$ cat config.mk
export PLATFORM = sky130hd
export DESIGN_NAME = gray_decoder_8bit_flat
export DESIGN_NICKNAME = d
export VERILOG_FILES = /design/src/rtl/gray_decoder_8bit_if.sv /design/src/rtl/gray_decoder_8bit.sv /design/src/flat_wrapper.sv
export SDC_FILE = /design/constraint.sdc
export NUM_CORES = 1
export LEC_CHECK = 0
export ABC_AREA = 1
export CAP_MARGIN = 10
export CORE_ASPECT_RATIO = 1.1
export CORE_MARGIN = 2
export CORE_UTILIZATION = 55
export CTS_BUF_LIST = sky130_fd_sc_hd__clkbuf_4
export DETAILED_ROUTE_END_ITERATION = 7
export PLACE_DENSITY = 0.8
export SYNTH_ARGS = -nofsm -noshare
export SYNTH_HDL_FRONTEND = slang
export SYNTH_SLANG_ARGS = --single-unit
$ cat constraint.sdc
create_clock -name i_clk -period 2.65 [get_ports i_clk]
set_input_delay 0.3975 -clock i_clk [delete_from_list [all_inputs] [get_ports i_clk]]
set_output_delay 0.3975 -clock i_clk [all_outputs]
set_load 0.1 [all_outputs]
$ cat src/rtl/gray_decoder_8bit_if.sv
// Word stream into and decoded/checked stream out of gray_decoder_8bit.
// Handshake: i_en qualifies i_gray each cycle; o_vld qualifies o_data/o_step_err; no backpressure.
interface gray_decoder_8bit_if #(
   parameter int DW = 8
);
   logic          i_en;
   logic [DW-1:0] i_gray;
   logic          i_clr;
   logic          o_vld;
   logic [DW-1:0] o_data;
   logic          o_step_err;
   logic          o_lock;
   logic [7:0]    o_err_cnt;

   modport master (
      output i_en, i_gray, i_clr,
      input  o_vld, o_data, o_step_err, o_lock, o_err_cnt
   );

   modport slave (
      input  i_en, i_gray, i_clr,
      output o_vld, o_data, o_step_err, o_lock, o_err_cnt
   );
endinterface

$ cat src/rtl/gray_decoder_8bit.sv
// Two-stage Gray-to-binary decoder with a +1 sequence checker (lock / step error / error count).
// The checker evaluates the word in stage 1 and its results emerge alongside o_vld.
module gray_decoder_8bit #(
   parameter int DW       = 8,
   parameter int LOCK_CNT = 4
) (
   input  logic                i_clk,
   input  logic                i_rst_n,
   gray_decoder_8bit_if.slave  bus,
   output logic [1:0]          o_dbg_state
);

   typedef enum logic [1:0] {
      ST_EMPTY    = 2'd0,
      ST_UNLOCKED = 2'd1,
      ST_LOCKED   = 2'd2
   } state_e;

   localparam logic [7:0] LOCK_TGT = 8'(LOCK_CNT);

   logic          en1_q;
   logic [DW-1:0] gray1_q;
   logic          vld_q;
   logic [DW-1:0] data_q;
   logic [DW-1:0] bin1;
   logic [DW-1:0] ref_inc;
   logic [7:0]    good_inc;
   logic [7:0]    err_inc;

   state_e        state_q, state_d;
   logic [DW-1:0] ref_q, ref_d;
   logic [7:0]    good_q, good_d;
   logic [7:0]    err_q, err_d;
   logic          step_q, step_d;

   // Running XOR from the MSB down gives each binary bit.
   always_comb begin
      logic acc;
      acc  = 1'b0;
      bin1 = '0;
      for (int k = DW - 1; k >= 0; k--) begin
         acc     = acc ^ gray1_q[k];
         bin1[k] = acc;
      end
   end

   assign ref_inc  = ref_q + DW'(1);
   assign good_inc = good_q + 8'd1;
   assign err_inc  = (err_q == 8'hFF) ? err_q : err_q + 8'd1;

   always_ff @(posedge i_clk or negedge i_rst_n) begin
      if (!i_rst_n) begin
         en1_q   <= 1'b0;
         gray1_q <= '0;
         vld_q   <= 1'b0;
         data_q  <= '0;
      end else begin
         en1_q   <= bus.i_en;
         gray1_q <= bus.i_gray;
         vld_q   <= en1_q;
         if (en1_q) data_q <= bin1;
      end
   end

   always_ff @(posedge i_clk or negedge i_rst_n) begin
      if (!i_rst_n) begin
         state_q <= ST_EMPTY;
         ref_q   <= '0;
         good_q  <= '0;
         err_q   <= '0;
         step_q  <= 1'b0;
      end else begin
         state_q <= state_d;
         ref_q   <= ref_d;
         good_q  <= good_d;
         err_q   <= err_d;
         step_q  <= step_d;
      end
   end

   // Clear beats a word under evaluation: that word neither errors nor becomes the reference.
   always_comb begin
      state_d = state_q;
      ref_d   = ref_q;
      good_d  = good_q;
      err_d   = err_q;
      step_d  = 1'b0;
      if (bus.i_clr) begin
         state_d = ST_EMPTY;
         good_d  = '0;
         err_d   = '0;
      end else if (en1_q) begin
         ref_d = bin1;
         case (state_q)
            ST_EMPTY: begin
               good_d  = '0;
               state_d = ST_UNLOCKED;
            end
            ST_UNLOCKED: begin
               if (bin1 == ref_inc) begin
                  good_d = good_inc;
                  if (good_inc == LOCK_TGT) state_d = ST_LOCKED;
               end else begin
                  step_d = 1'b1;
                  err_d  = err_inc;
                  good_d = '0;
               end
            end
            ST_LOCKED: begin
               if (bin1 != ref_inc) begin
                  step_d  = 1'b1;
                  err_d   = err_inc;
                  good_d  = '0;
                  state_d = ST_UNLOCKED;
               end
            end
            default: state_d = ST_EMPTY;
         endcase
      end
   end

   assign bus.o_vld      = vld_q;
   assign bus.o_data     = data_q;
   assign bus.o_step_err = step_q;
   assign bus.o_lock     = (state_q == ST_LOCKED);
   assign bus.o_err_cnt  = err_q;
   assign o_dbg_state    = state_q;

endmodule

$ cat src/flat_wrapper.sv
// flat-port wrapper written by rule: the top's interface ports become plain ports
module gray_decoder_8bit_flat 
#(
   parameter int DW       = 8,
   parameter int LOCK_CNT = 4
)
  (i_clk, i_rst_n, o_dbg_state, bus_i_en, bus_i_gray, bus_i_clr, bus_o_vld, bus_o_data, bus_o_step_err, bus_o_lock, bus_o_err_cnt);
  gray_decoder_8bit_if #(.DW(DW)) bus_i ();
  input  logic i_clk;
  input  logic i_rst_n;
  output logic [1:0] o_dbg_state;
  input wire logic [$bits(bus_i.i_en)-1:0] bus_i_en;
  input wire logic [$bits(bus_i.i_gray)-1:0] bus_i_gray;
  input wire logic [$bits(bus_i.i_clr)-1:0] bus_i_clr;
  output wire logic [$bits(bus_i.o_vld)-1:0] bus_o_vld;
  output wire logic [$bits(bus_i.o_data)-1:0] bus_o_data;
  output wire logic [$bits(bus_i.o_step_err)-1:0] bus_o_step_err;
  output wire logic [$bits(bus_i.o_lock)-1:0] bus_o_lock;
  output wire logic [$bits(bus_i.o_err_cnt)-1:0] bus_o_err_cnt;
  assign bus_i.i_en = bus_i_en;
  assign bus_i.i_gray = bus_i_gray;
  assign bus_i.i_clr = bus_i_clr;
  assign bus_o_vld = bus_i.o_vld;
  assign bus_o_data = bus_i.o_data;
  assign bus_o_step_err = bus_i.o_step_err;
  assign bus_o_lock = bus_i.o_lock;
  assign bus_o_err_cnt = bus_i.o_err_cnt;
  gray_decoder_8bit #(.DW(DW), .LOCK_CNT(LOCK_CNT)) u_core (.i_clk(i_clk), .i_rst_n(i_rst_n), .bus(bus_i), .o_dbg_state(o_dbg_state));
endmodule
Word level (Yosys, flattened, before mapping)
Cells that the tools add are included.
{"block": "totals", "reg_bits": 45, "out_inout_bits": 21}
{"block": "op_classes", "add_sub_neg": 3, "n_eq_ne": 10, "mux": 22, "bitwise": 8, "reduce_logical": 8}
{"op": "two-way mux 8 bit", "count": 9}
{"op": "adder 8 x 1 -> 8 bit, second input constant", "count": 3}
{"op": "one-hot mux 8 bit (3 select lines)", "count": 1}
{"op": "one-hot mux 8 bit (2 select lines)", "count": 1}
{"op": "two-way mux 2 bit", "count": 5}
{"op": "!= test 3 x 2 -> 1 bit, second input constant", "count": 3}
{"op": "== test 8 x 3 -> 1 bit, second input constant", "count": 1}
{"op": "== test 8 bit", "count": 1}
{"op": "== test 8 bit, second input constant", "count": 1}
{"op": "!= test 8 bit", "count": 1}
{"op": "AND reduction 4 bit", "count": 2}
{"op": "XOR 1 bit", "count": 7}
{"op": "one-hot mux 2 bit (3 select lines)", "count": 1}
{"op": "two-way mux 1 bit", "count": 4}
{"op": "nonzero test 4 bit", "count": 1}
{"op": "!= test 3 bit, second input constant", "count": 1}
{"op": "AND reduction 3 bit", "count": 1}
{"op": "nonzero test 3 bit", "count": 1}
{"op": "== test 2 x 1 -> 1 bit, second input constant", "count": 1}
{"op": "== test 2 bit, second input constant", "count": 1}
{"op": "zero test 2 bit", "count": 1}
{"op": "one-hot mux 1 bit (2 select lines)", "count": 1}
{"op": "AND reduction 2 bit", "count": 1}
{"op": "nonzero test 2 bit", "count": 1}
{"op": "inverter 1 bit", "count": 1}

Logic depth before layout (Yosys ltp)
Gate-level depths: netlist of the first run.
{"block": "logic_depth", "word_depth": 12, "mapped_depth": 19}

Worst setup path before layout of the first run
OpenSTA, ideal clock, no wires.
{"block": "synth_path", "kind": "reg2reg", "from": "register u_core.state_q[1] (netlist: u_core.o_dbg_state[1])", "to": "register u_core.err_q[5] (netlist: u_core.bus.o_err_cnt[5])", "setup_ns": 0.124, "t_arrival_ns": 2.848, "required_ns": 2.526, "slack_ns": -0.322, "path_stages_with_launch": 8, "path_buffers": 1, "synth_period_minus_slack_ns": 2.972, "path_cell_list": "dfrtp_1 -> ha_1 -> nor2_1 -> o31ai_1 -> nand3_4 -> buf_12 -> nand2_2 -> o21ai_2"}
{"block": "synth_between", "elab_chain_len": 4}
{"item": "start: declaration", "line": "gray_decoder_8bit.sv:30", "rtl": "state_e state_q, state_d;"}
{"item": "start signal: assignment", "line": "gray_decoder_8bit.sv:73", "rtl": "state_q <= state_d;"}
{"item": "== test 2 bit (*)"}
{"item": "via bus_o_lock", "line": "flat_wrapper.sv:18", "rtl": "output wire logic [$bits(bus_i.o_lock)-1:0] bus_o_lock;"}
{"item": "one-hot mux 8 bit (2 select lines)", "line": "gray_decoder_8bit.sv:94", "rtl": "case (state_q)"}
{"item": "two-way mux 8 bit", "line": "gray_decoder_8bit.sv:92", "rtl": "end else if (en1_q) begin"}
{"item": "two-way mux 8 bit", "line": "gray_decoder_8bit.sv:88", "rtl": "if (bus.i_clr) begin"}
{"item": "end signal: assignment", "line": "gray_decoder_8bit.sv:76", "rtl": "err_q <= err_d;"}
{"item": "end: declaration", "line": "gray_decoder_8bit.sv:33", "rtl": "logic [7:0] err_q, err_d;"}
Mark *: on every way through the listed nets, which the timed path passes. The rest lies on a longest branch. The select of a mux whose other input is x is not followed.
A chain may end at the register's enable or synchronous reset.

Worst setup path in the final report of the first run
{"block": "layout_path", "from": "register u_core.gray1_q[7]", "to": "register u_core.good_q[2]"}
{"block": "layout_between", "elab_chain_len": 12}
{"item": "start: declaration", "line": "gray_decoder_8bit.sv:22", "rtl": "logic [DW-1:0] gray1_q;"}
{"item": "start signal: assignment", "line": "gray_decoder_8bit.sv:59", "rtl": "gray1_q <= bus.i_gray;"}
{"item": "XOR 1 bit (7 in series)", "line": "gray_decoder_8bit.sv:42", "rtl": "acc = acc ^ gray1_q[k];"}
{"item": "== test 8 bit", "line": "gray_decoder_8bit.sv:100", "rtl": "if (bin1 == ref_inc) begin"}
{"item": "two-way mux 8 bit", "line": "gray_decoder_8bit.sv:100"}
{"item": "one-hot mux 8 bit (3 select lines)", "line": "gray_decoder_8bit.sv:94"}
{"item": "two-way mux 8 bit", "line": "gray_decoder_8bit.sv:92"}
{"item": "two-way mux 8 bit", "line": "gray_decoder_8bit.sv:88"}
{"item": "end signal: assignment", "line": "gray_decoder_8bit.sv:75", "rtl": "good_q <= good_d;"}
{"item": "end: declaration", "line": "gray_decoder_8bit.sv:32", "rtl": "logic [7:0] good_q, good_d;"}
Several ways; a longest one is shown, not always the timed one. The select of a mux whose other input is x is not followed.

==> results.md, run 1 <==
Status:
- The flow ran to the end, and the final reports show no timing, DRC or antenna violations.

Synthesis:
- The number of warnings reported in the yosys synthesis log is 0.
- The largest area contributor in the netlist is sky130_fd_sc_hd__dfrtp_1.
- Each instance of the synthesized netlist takes up on average approximately 8.5 sq um.
- The cell with the most instances after synthesis is sky130_fd_sc_hd__nand2_1.
- Yosys attributes the largest share of cell area to sky130_fd_sc_hd__dfrtp_1 43%, sky130_fd_sc_hd__nand2_1 11%, sky130_fd_sc_hd__nand3_1 5.7%, sky130_fd_sc_hd__o21ai_2 5.4%, sky130_fd_sc_hd__inv_1 5.2%.
- Counting every net in the synthesized netlist gives 325.
- The mapped netlist covers 2610 sq um.
- The area share of the leading cell type in the synthesized netlist is 43.1%.
- Yosys mapped a number of flops with a built-in enable equal to 0.
- Counting instances in the post-synthesis netlist gives the leading cell types as 77 x sky130_fd_sc_hd__nand2_1, 45 x sky130_fd_sc_hd__dfrtp_1, 36 x sky130_fd_sc_hd__inv_1.
- The netlist uses 30 different library cells.
- The most used flip-flop cell after synthesis is sky130_fd_sc_hd__dfrtp_1.
- The cell count after synthesis is 307.
- The register bit count reported by yosys is 45.
- Summing the sequential cell areas from Yosys gives 43.1% of the chip area.
- The async set-reset flop share out of synthesis is 100%.

Timing:
- For the final database, setup skew stands at 0.0238 ns.
- For the finished layout, the period the worst path requires is 2.38 ns.
- For the final routed database, the setup TNS stands at 0 ns.
- The remaining max-slew budget at the tightest pin is between 60% and 70%.
- The number of pins with negative max-slew slack in the final report is 0.
- For the pin with the worst max-slew slack, the measured transition is approximately 0.52 ns.
- The final worst-path setup slack is 0.268 ns.
- The maximum clock frequency is 420 MHz.
- The total of endpoints with negative setup slack in the final report is 0.
- The fraction of the cycle the final worst path needs is 89.9%.
- Setup repair after global routing left no endpoint under its margin.
- The count of endpoints failing hold in the final timing report came to 0.

Routing:
- The number of optimization iterations in the first detailed-route pass is 4.
- The count of nets left with antenna violations after detail routing is 0.
- After the first detailed-routing iteration, the DRC count stood at 97.
- The remaining routing DRC violations is 0.
- Detailed routing inserted a total of 2,078 vias.
- The final routed wire length divided by cell count is around 12 um.
- After detailed routing, the total wire length is roughly 5000 um.
- The average via count per standard cell is 5.18.

GRT:
- The via count of the first global-routing pass is 2,108.
- For this run, the total global-route usage over all layers was measured as around a fifth.
- Entering global routing, the biggest net connects 26 pins.
- The initial antenna violation count is 0.
- The first global-routing pass estimated 9300 um of wire.
- Global routing finished with a remaining overflow of 0.

Floorplan:
- The floorplan row count is 26.
- Pin placement for this block handled 33 I/O pins.
- The placeable core region is 4620 sq um.
- In this run the horizontal extent of the chip is 69.7 um.
- The die is ~76 um tall.
- The starting density of the core is 56.6%.
- The floorplan step defined a die boundary enclosing about 5300 sq um.

Placement:
- After detailed placement, the total cell area comes to 2910 sq um.
- The HPWL after detailed placement is around 3600 um.
- The post-placement setup slack is 0.342 ns.
- The congestion estimate from routability-driven global placement came to 0.793.
- During placement, the flow inserted port buffers numbering 32.
- Counting tap cells, the placed design contains a total of 392 instances.

Final layout:
- The multi-input combinational cells in the finished layout cover a total of 1290 sq um.
- The utilization of the core after routing is about two thirds.
- Fill cells in the final layout number 393.
- The number of antenna diodes in the final layout is 0.
- For this run, the post-layout net count is 362.
- The finished layout holds 401 standard cells, fillers aside.
- The fraction of final layout cells sized beyond drive strength 1 is 22.6%.
- Compared with the post-synthesis result, the final layout area differs by 14.8%.
- The finished cells cover 3000 sq um.
- The area taken by flip-flops and latches is 1130 sq um.

Worst setup path:
- The instance count on the critical path is 16.
- The maximum single-stage delay on the critical path is 0.46 ns.
- Measured in cells, the most critical reg-to-reg path has a length of 16.
- Traced cell by cell, the critical path runs through inv_2, nand2_1, nand3_2, nand2_2, nand2_2, nand3_4, nand2_4, nand2_4, nand3_1, nand3_1, nand3_1, nand2_2, nand3_4, clkinv_1, nand2_1, o21ai_2.
- The slowest stage of the critical path is the sky130_fd_sc_hd__dfrtp_1 cell.
- STA classifies the critical path endpoint as a flop.
- Data on the critical path arrives at its endpoint at 2.63 ns.
- The type of the worst setup path is flop to flop.
- The critical path required time is 2.90 ns.
- On the critical path the largest part of the delay comes from simple AND/OR/NAND/NOR gates.
- The number of buffers and inverters on the critical path is 2.
- The largest fanout on the critical path is 8.
- The setup slack on the worst flop-to-flop path is 0.27 ns.
- The type of origin of the critical path is a flop.

Power:
- The standby leakage power is about 1.5 nW.
- In this run, the combinational gates consume 35.3% of the power.
- The part of the total power dissipated in sequential elements is about 42%.
- The fraction of power consumed by the clock network is 22.5%.
- Net switching is between 40 and 50% of the power.
- The worst-case IR drop observed on VDD is 0.498 mV.
- The power density of the placed cells is 640 nW/um^2.
- The analysis attributes to net switching a power of a little under 0.8 mW.
- The total internal power is 1.13 mW.

Clock tree:
- The number of buffers created by CTS is 5.
- The number of clock sinks is 45.
- After clock tree synthesis, the clock-pin slew on the worst setup and hold paths is 0.14 ns.
- The clock passes through at most 2 buffers.
- The clock root buffer master is sky130_fd_sc_hd__clkbuf_4.
- The insertion delay to the later sink of the worst-skew pair is 0.37 ns.
- The TritonCTS clock tree is built.
- The H-tree was split into 2 levels.

Hold path:
- The worst hold path was traced through 0 stages.
- The class of the worst hold path is flop to flop.

Flow run:
- Across the run, the number of max-cap violations was 0.
==> layout make-up <==
cell class | count | area share, %
clock buffer | 6 | 1.50
clock inverter | 2 | 1.13
inverter | 39 | 4.88
multi-input combinational | 218 | 43.0
sequential | 45 | 37.6
tap | 56 | 2.33
timing repair buffer | 35 | 9.59
==> logic make-up after synthesis <==
family                     Yosys count  share of synthesized area (%)
and+or+nand+nor                    162                           32.6
buffers and inverters               44                           7.61
DFF                                 45                           43.1
AOI/OAI and AO/OA                   38                           9.77
xor gates and xnor gates            12                           4.02
adders and majority gates            6                           2.87
==> per-stage QoR <==
stage          power [mW]  hold slack (ns)
6_report             1.92            0.400
5_1_grt              2.02            0.414
4_1_cts              1.93            0.400
3_5_place_dp         1.50            0.369
3_3_place_gp         1.49            0.362
2_1_floorplan        1.37            0.102
==> power by group through the flow <==
stage | combinational, mW | sequential [mW] | clock, mW
global route | 0.738 | 0.821 | 0.465
finish | 0.679 | 0.810 | 0.432
CTS | 0.684 | 0.810 | 0.439
detailed placement | 0.680 | 0.822 | 0
global placement | 0.671 | 0.821 | 0
floorplan | 0.308 | 1.06 | 0
==> cells in the final DEF, fill, tap and decap left out, types with 2 or more instances in the layout <==
cell / netlist / final
sky130_fd_sc_hd__nand2_1: 77 / 77
sky130_fd_sc_hd__dfrtp_1: 45 / 44
sky130_fd_sc_hd__inv_1: 36 / 36
sky130_fd_sc_hd__nand3_1: 30 / 30
sky130_fd_sc_hd__buf_4: 0 / 23
sky130_fd_sc_hd__o21ai_0: 18 / 18
sky130_fd_sc_hd__nor2_1: 17 / 17
sky130_fd_sc_hd__o21ai_2: 16 / 16
sky130_fd_sc_hd__nand2_2: 12 / 12
sky130_fd_sc_hd__clkdlybuf4s50_1: 0 / 10
sky130_fd_sc_hd__xor2_1: 8 / 8
sky130_fd_sc_hd__nand3_4: 7 / 7
sky130_fd_sc_hd__clkbuf_4: 0 / 6
sky130_fd_sc_hd__ha_1: 6 / 5
sky130_fd_sc_hd__xnor2_1: 4 / 4
sky130_fd_sc_hd__nand3_2: 3 / 3
sky130_fd_sc_hd__nand2_4: 3 / 3
sky130_fd_sc_hd__nand3b_1: 3 / 3
sky130_fd_sc_hd__nand4_1: 3 / 3
sky130_fd_sc_hd__clkinv_1: 2 / 3
sky130_fd_sc_hd__or2_2: 2 / 2
sky130_fd_sc_hd__a21oi_1: 2 / 2
==> worst reg2reg max path: stages, from the launching register on <==
cell and delay [ns]:
sky130_fd_sc_hd__dfrtp_1 0.46, sky130_fd_sc_hd__inv_2 0.12, sky130_fd_sc_hd__nand2_1 0.08, sky130_fd_sc_hd__nand3_2 0.09, sky130_fd_sc_hd__nand2_2 0.10, sky130_fd_sc_hd__nand2_2 0.11, sky130_fd_sc_hd__nand3_4 0.10, sky130_fd_sc_hd__nand2_4 0.10
sky130_fd_sc_hd__nand2_4 0.06, sky130_fd_sc_hd__nand3_1 0.15, sky130_fd_sc_hd__nand3_1 0.12, sky130_fd_sc_hd__nand3_1 0.11, sky130_fd_sc_hd__nand2_2 0.13, sky130_fd_sc_hd__nand3_4 0.10, sky130_fd_sc_hd__clkinv_1 0.22, sky130_fd_sc_hd__nand2_1 0.15
sky130_fd_sc_hd__o21ai_2 0.07
==> per-layer routing <==
| layer | GRT usage [%] | part of all wire, % | vias up |
|---|---|---|---|
| li1 | - | - | 1059 |
| met1 | 26.5 | 45 | 984 |
| met2 | 37.3 | 50 | 28 |
| met3 | 4.10 | 3.1 | 7 |
| met4 | 7.31 | 1.4 | 0 |
| met5 | 0 | 0 | - |
==> state kept, by name, indices dropped and copies added, names as in the netlist <==
register               flops
u_core.en1_q               1
u_core.gray1_q             8
u_core.ref_q               8
u_core.good_q              8
u_core.bus.o_err_cnt       8
u_core.bus.o_step_err      1
u_core.bus.o_data          8
u_core.bus.o_vld           1
u_core.o_dbg_state         2
==> worst paths after layout <==
path / from / to
max: u_core.gray1_q[7] / u_core.good_q[2]
min: u_core.en1_q / u_core.bus.o_vld
max reg2reg: u_core.gray1_q[7] / u_core.good_q[2]
min reg2reg: u_core.en1_q / u_core.bus.o_vld
max in group asynchronous: i_rst_n / u_core.ref_q[2]
min in group asynchronous: i_rst_n / u_core.bus.o_err_cnt[7]
==> what timing repair did <==
action,CTS,global route
hold buffers,1,0
setup buffers,0,0
resized for setup,0,0
hold endpoints to repair,10,0
Power figures use the tool's default switching activity.
==> run 2: changes to the inputs <==
==> constraint.sdc (replaced) <==
create_clock -name i_clk -period 2.7 [get_ports i_clk]
set_input_delay 0.405 -clock i_clk [delete_from_list [all_inputs] [get_ports i_clk]]
set_output_delay 0.405 -clock i_clk [all_outputs]
set_load 0.1 [all_outputs]
==> run 2 against run 1 <==
Net effect: final cell count is 0.25% lower; combinational power fell by 2%; die area did not move; register-to-register slack improved by 0.07 ns; via count decreased by 0.14%; non-clock buffer count shrank 1; hold slack lost 0.21 ns; count of clock-buffer cells in the layout down 1; largest cell class unchanged; largest power group unchanged.
==> results.md, run 2 (same netlist as run 1, synthesis figures left out) <==
Routing:
- The initial DRC count is 85 (was 97).
- The final routed wire length divided by cell count came to 12.8 um (was 12.5 um).
- The average via count per standard cell is 5.19 (was 5.18).
- The overall via count from detail_route was 2,075 (was 2,078).
- The count of nets left with antenna violations after detail routing is 0 (unchanged).
- The detailed-route wire length is 5140 um (was 5010 um).
- The number of optimization iterations in the first detailed-route pass came to 4 (unchanged).
- The remaining routing DRC violations is 0 (unchanged).

Worst setup path:
- The maximum single-stage delay on the critical path came to 0.47 ns (was 0.46 ns).
- The critical path endpoint category was a flop (unchanged).
- Worst-path cell chain: inv_2, nand2_1, nand3_2, nand2_2, nand2_2, nand3_4, nand2_4, nand2_4, nand3_1, nand3_1, nand3_1, nand2_2, nand3_4, nand3_4, nand2_1, o21ai_2 (was inv_2, nand2_1, nand3_2, nand2_2, nand2_2, nand3_4, nand2_4, nand2_4, nand3_1, nand3_1, nand3_1, nand2_2, nand3_4, clkinv_1, nand2_1, o21ai_2).
- The data arrival time at the worst-slack endpoint is 2.62 ns (was 2.63 ns).
- The type of origin of the critical path is a flop (unchanged).
- The type of the worst setup path is flop to flop (unchanged).
- The critical path's slowest cell is sky130_fd_sc_hd__dfrtp_1 (unchanged).
- The number of buffers and inverters on the critical path is 1 (was 2).
- The largest fanout on the critical path is 16 (was 8).
- The cell family with the largest share of critical-path delay is simple AND/OR/NAND/NOR gates (unchanged).
- The critical path required time came to 2.96 ns (was 2.90 ns).

Timing:
- The actual slew at the worst max-slew pin is 0.998 ns (was 0.521 ns).
- The maximum clock frequency came to 424 MHz (was 420 MHz).
- The number of pins with negative max-slew slack in the final report is 0 (unchanged).
- The remaining max-slew budget at the tightest pin came to 33.5% (was 65.1%).
- The fraction of the cycle the final worst path needs came to 87.4% (was 89.9%).
- The count of endpoints failing hold in the final timing report is 0 (unchanged).
- The final period demand of the worst path is 2.36 ns (was 2.38 ns).
- Setup repair after global routing missed its margin: no (unchanged).
- The worst slack on hold paths is 0.190 ns (was 0.400 ns).
- The total of endpoints with negative setup slack in the final report is 0 (unchanged).
- The worst clock skew is 0.0148 ns (was 0.0238 ns).
- The setup total negative slack is 0 ns (unchanged).

Clock tree:
- The clock root buffer master was sky130_fd_sc_hd__clkbuf_4 (unchanged).
- The insertion delay to the later sink of the worst-skew pair is 0.36 ns (was 0.37 ns).
- The number of buffers created by CTS is 5 (unchanged).
- The number of H-tree levels is 2 (unchanged).
- The clock slew at the register clock pins of the worst setup and hold paths came to 0.14 ns (about the same).
- The post-cts repair resize count is 0 (unchanged).
- The number of hold-repair buffers added at the cts stage was 0 (was 1).
- The setup fix buffers added after clock tree synthesis is 0 (unchanged).
- The number of buffers on the longest clock path is 2 (unchanged).
- The TritonCTS clock tree is built (unchanged).
- The number of clock sinks is 45 (unchanged).

Final layout:
- The layout filler cell count is 425 (was 393).
- The area added between synthesis and finish came to 13.5% (was 14.8%).
- The final layout net count is 361 (was 362).
- Commonest non-fill, non-tap cells in the layout: 77 x sky130_fd_sc_hd__nand2_1, 45 x sky130_fd_sc_hd__dfrtp_1, 36 x sky130_fd_sc_hd__inv_1 (was 77 x sky130_fd_sc_hd__nand2_1, 44 x sky130_fd_sc_hd__dfrtp_1, 36 x sky130_fd_sc_hd__inv_1).
- The utilization of the core after routing was 64.2% (was 65.0%).
- The total inserted antenna cells is 0 (unchanged).
- The fraction of final layout cells sized beyond drive strength 1 is 22.7% (was 22.6%).
- The leading cell type in the layout, fill and taps excluded is sky130_fd_sc_hd__nand2_1 (unchanged).

Flow run:
- The count of maximum capacitance violations is 0 (unchanged).

GRT:
- The total track usage is 21.5% (was 21.4%).
- The pin count of the biggest net entering global routing is 46 (was 26).
- The overall overflow remaining after global route came to 0 (unchanged).
- The via count of the first global-routing pass came to 2,102 (was 2,108).
- The initial antenna violation count is 0 (unchanged).
- The first-pass GRT wire length is 9370 um (was 9300 um).

Power:
- The power density of the placed cells is 604 nW/um^2 (was 640 nW/um^2).
- The overall power after layout was 1.79 mW (was 1.92 mW).
- The standby leakage power is 1.45 nW (was 1.46 nW).
- The worst supply voltage drop on vdd is 0.448 mV (was 0.498 mV).

Floorplan:
- The die outline width is 69.7 um (unchanged).
- The starting density of the core is 56.6% (unchanged).
- The die outline height is 76.3 um (unchanged).
- The floorplan row count is 26 (unchanged).
- The placeable core region was 4620 sq um (unchanged).
- The total I/O pin count is 33 (unchanged).
- The die footprint is 5320 sq um (unchanged).

Placement:
- The final HPWL from detailed placement is 3770 um (was 3610 um).
- The count of input and output buffers is 32 (unchanged).
- The routability congestion estimate is 0.825 (was 0.793).

Status:
- Status: finished clean (unchanged).

Hold path:
- The class of the worst hold path was input pin to async pin (was flop to flop).
==> run 2: per-stage QoR <==
step / setup slack [ns] / cells / instance area, sq um
floorplan: 0.00198 / 307 / 2620
global placement: 0.455 / 392 / 2910
detailed placement: 0.404 / 392 / 2910
CTS: 0.330 / 400 / 2970
global route: 0.124 / 400 / 2970
finish: 0.341 / 400 / 2970
==> run 2: per-layer routing <==
metal	wire length [um]	share of wire, %	up-vias	global-route usage, %
li1	-	-	1056	-
met1	2310	45	985	27.2
met2	2610	51	28	37.4
met3	154	3.0	6	4.50
met4	61	1.2	0	5.96
met5	0	0	-	0
==> run 2: report_power, final <==
part | internal (mW) | switching (mW) | total (mW) | leakage, nW
Clock | 0.0987 | 0.230 | 0.329 | 0.0310
Sequential | 0.732 | 0.0646 | 0.797 | 0.573
Combinational | 0.171 | 0.495 | 0.666 | 0.843
Total | 1.00 | 0.790 | 1.79 | 1.45
==> run 2: final timing paths <==
check                                   from                       to  slack, ns  cells past startpoint
min in group i_clk              u_core.en1_q         u_core.bus.o_vld       0.42                      0
min reg2reg                     u_core.en1_q         u_core.bus.o_vld       0.42                      0
min                                  i_rst_n          u_core.ref_q[3]       0.19                      1
max in group asynchronous            i_rst_n    u_core.o_dbg_state[1]       1.89                      1
max reg2reg                u_core.gray1_q[7]  u_core.bus.o_err_cnt[1]       0.34                     16
max                        u_core.gray1_q[7]  u_core.bus.o_err_cnt[1]       0.34                     16
==> run 2: final cells by class <==
class                           instances  area [sq um]  share of cell area [%]
Timing Repair Buffer                   34           278                    9.36
Sequential cell                        45          1130                    38.0
Inverter                               39           146                    4.93
Clock buffer                            5          37.5                    1.27
Clock inverter                          3          17.5                   0.590
Tap cell                               56          70.1                    2.36
Multi-Input combinational cell        218          1290                    43.5
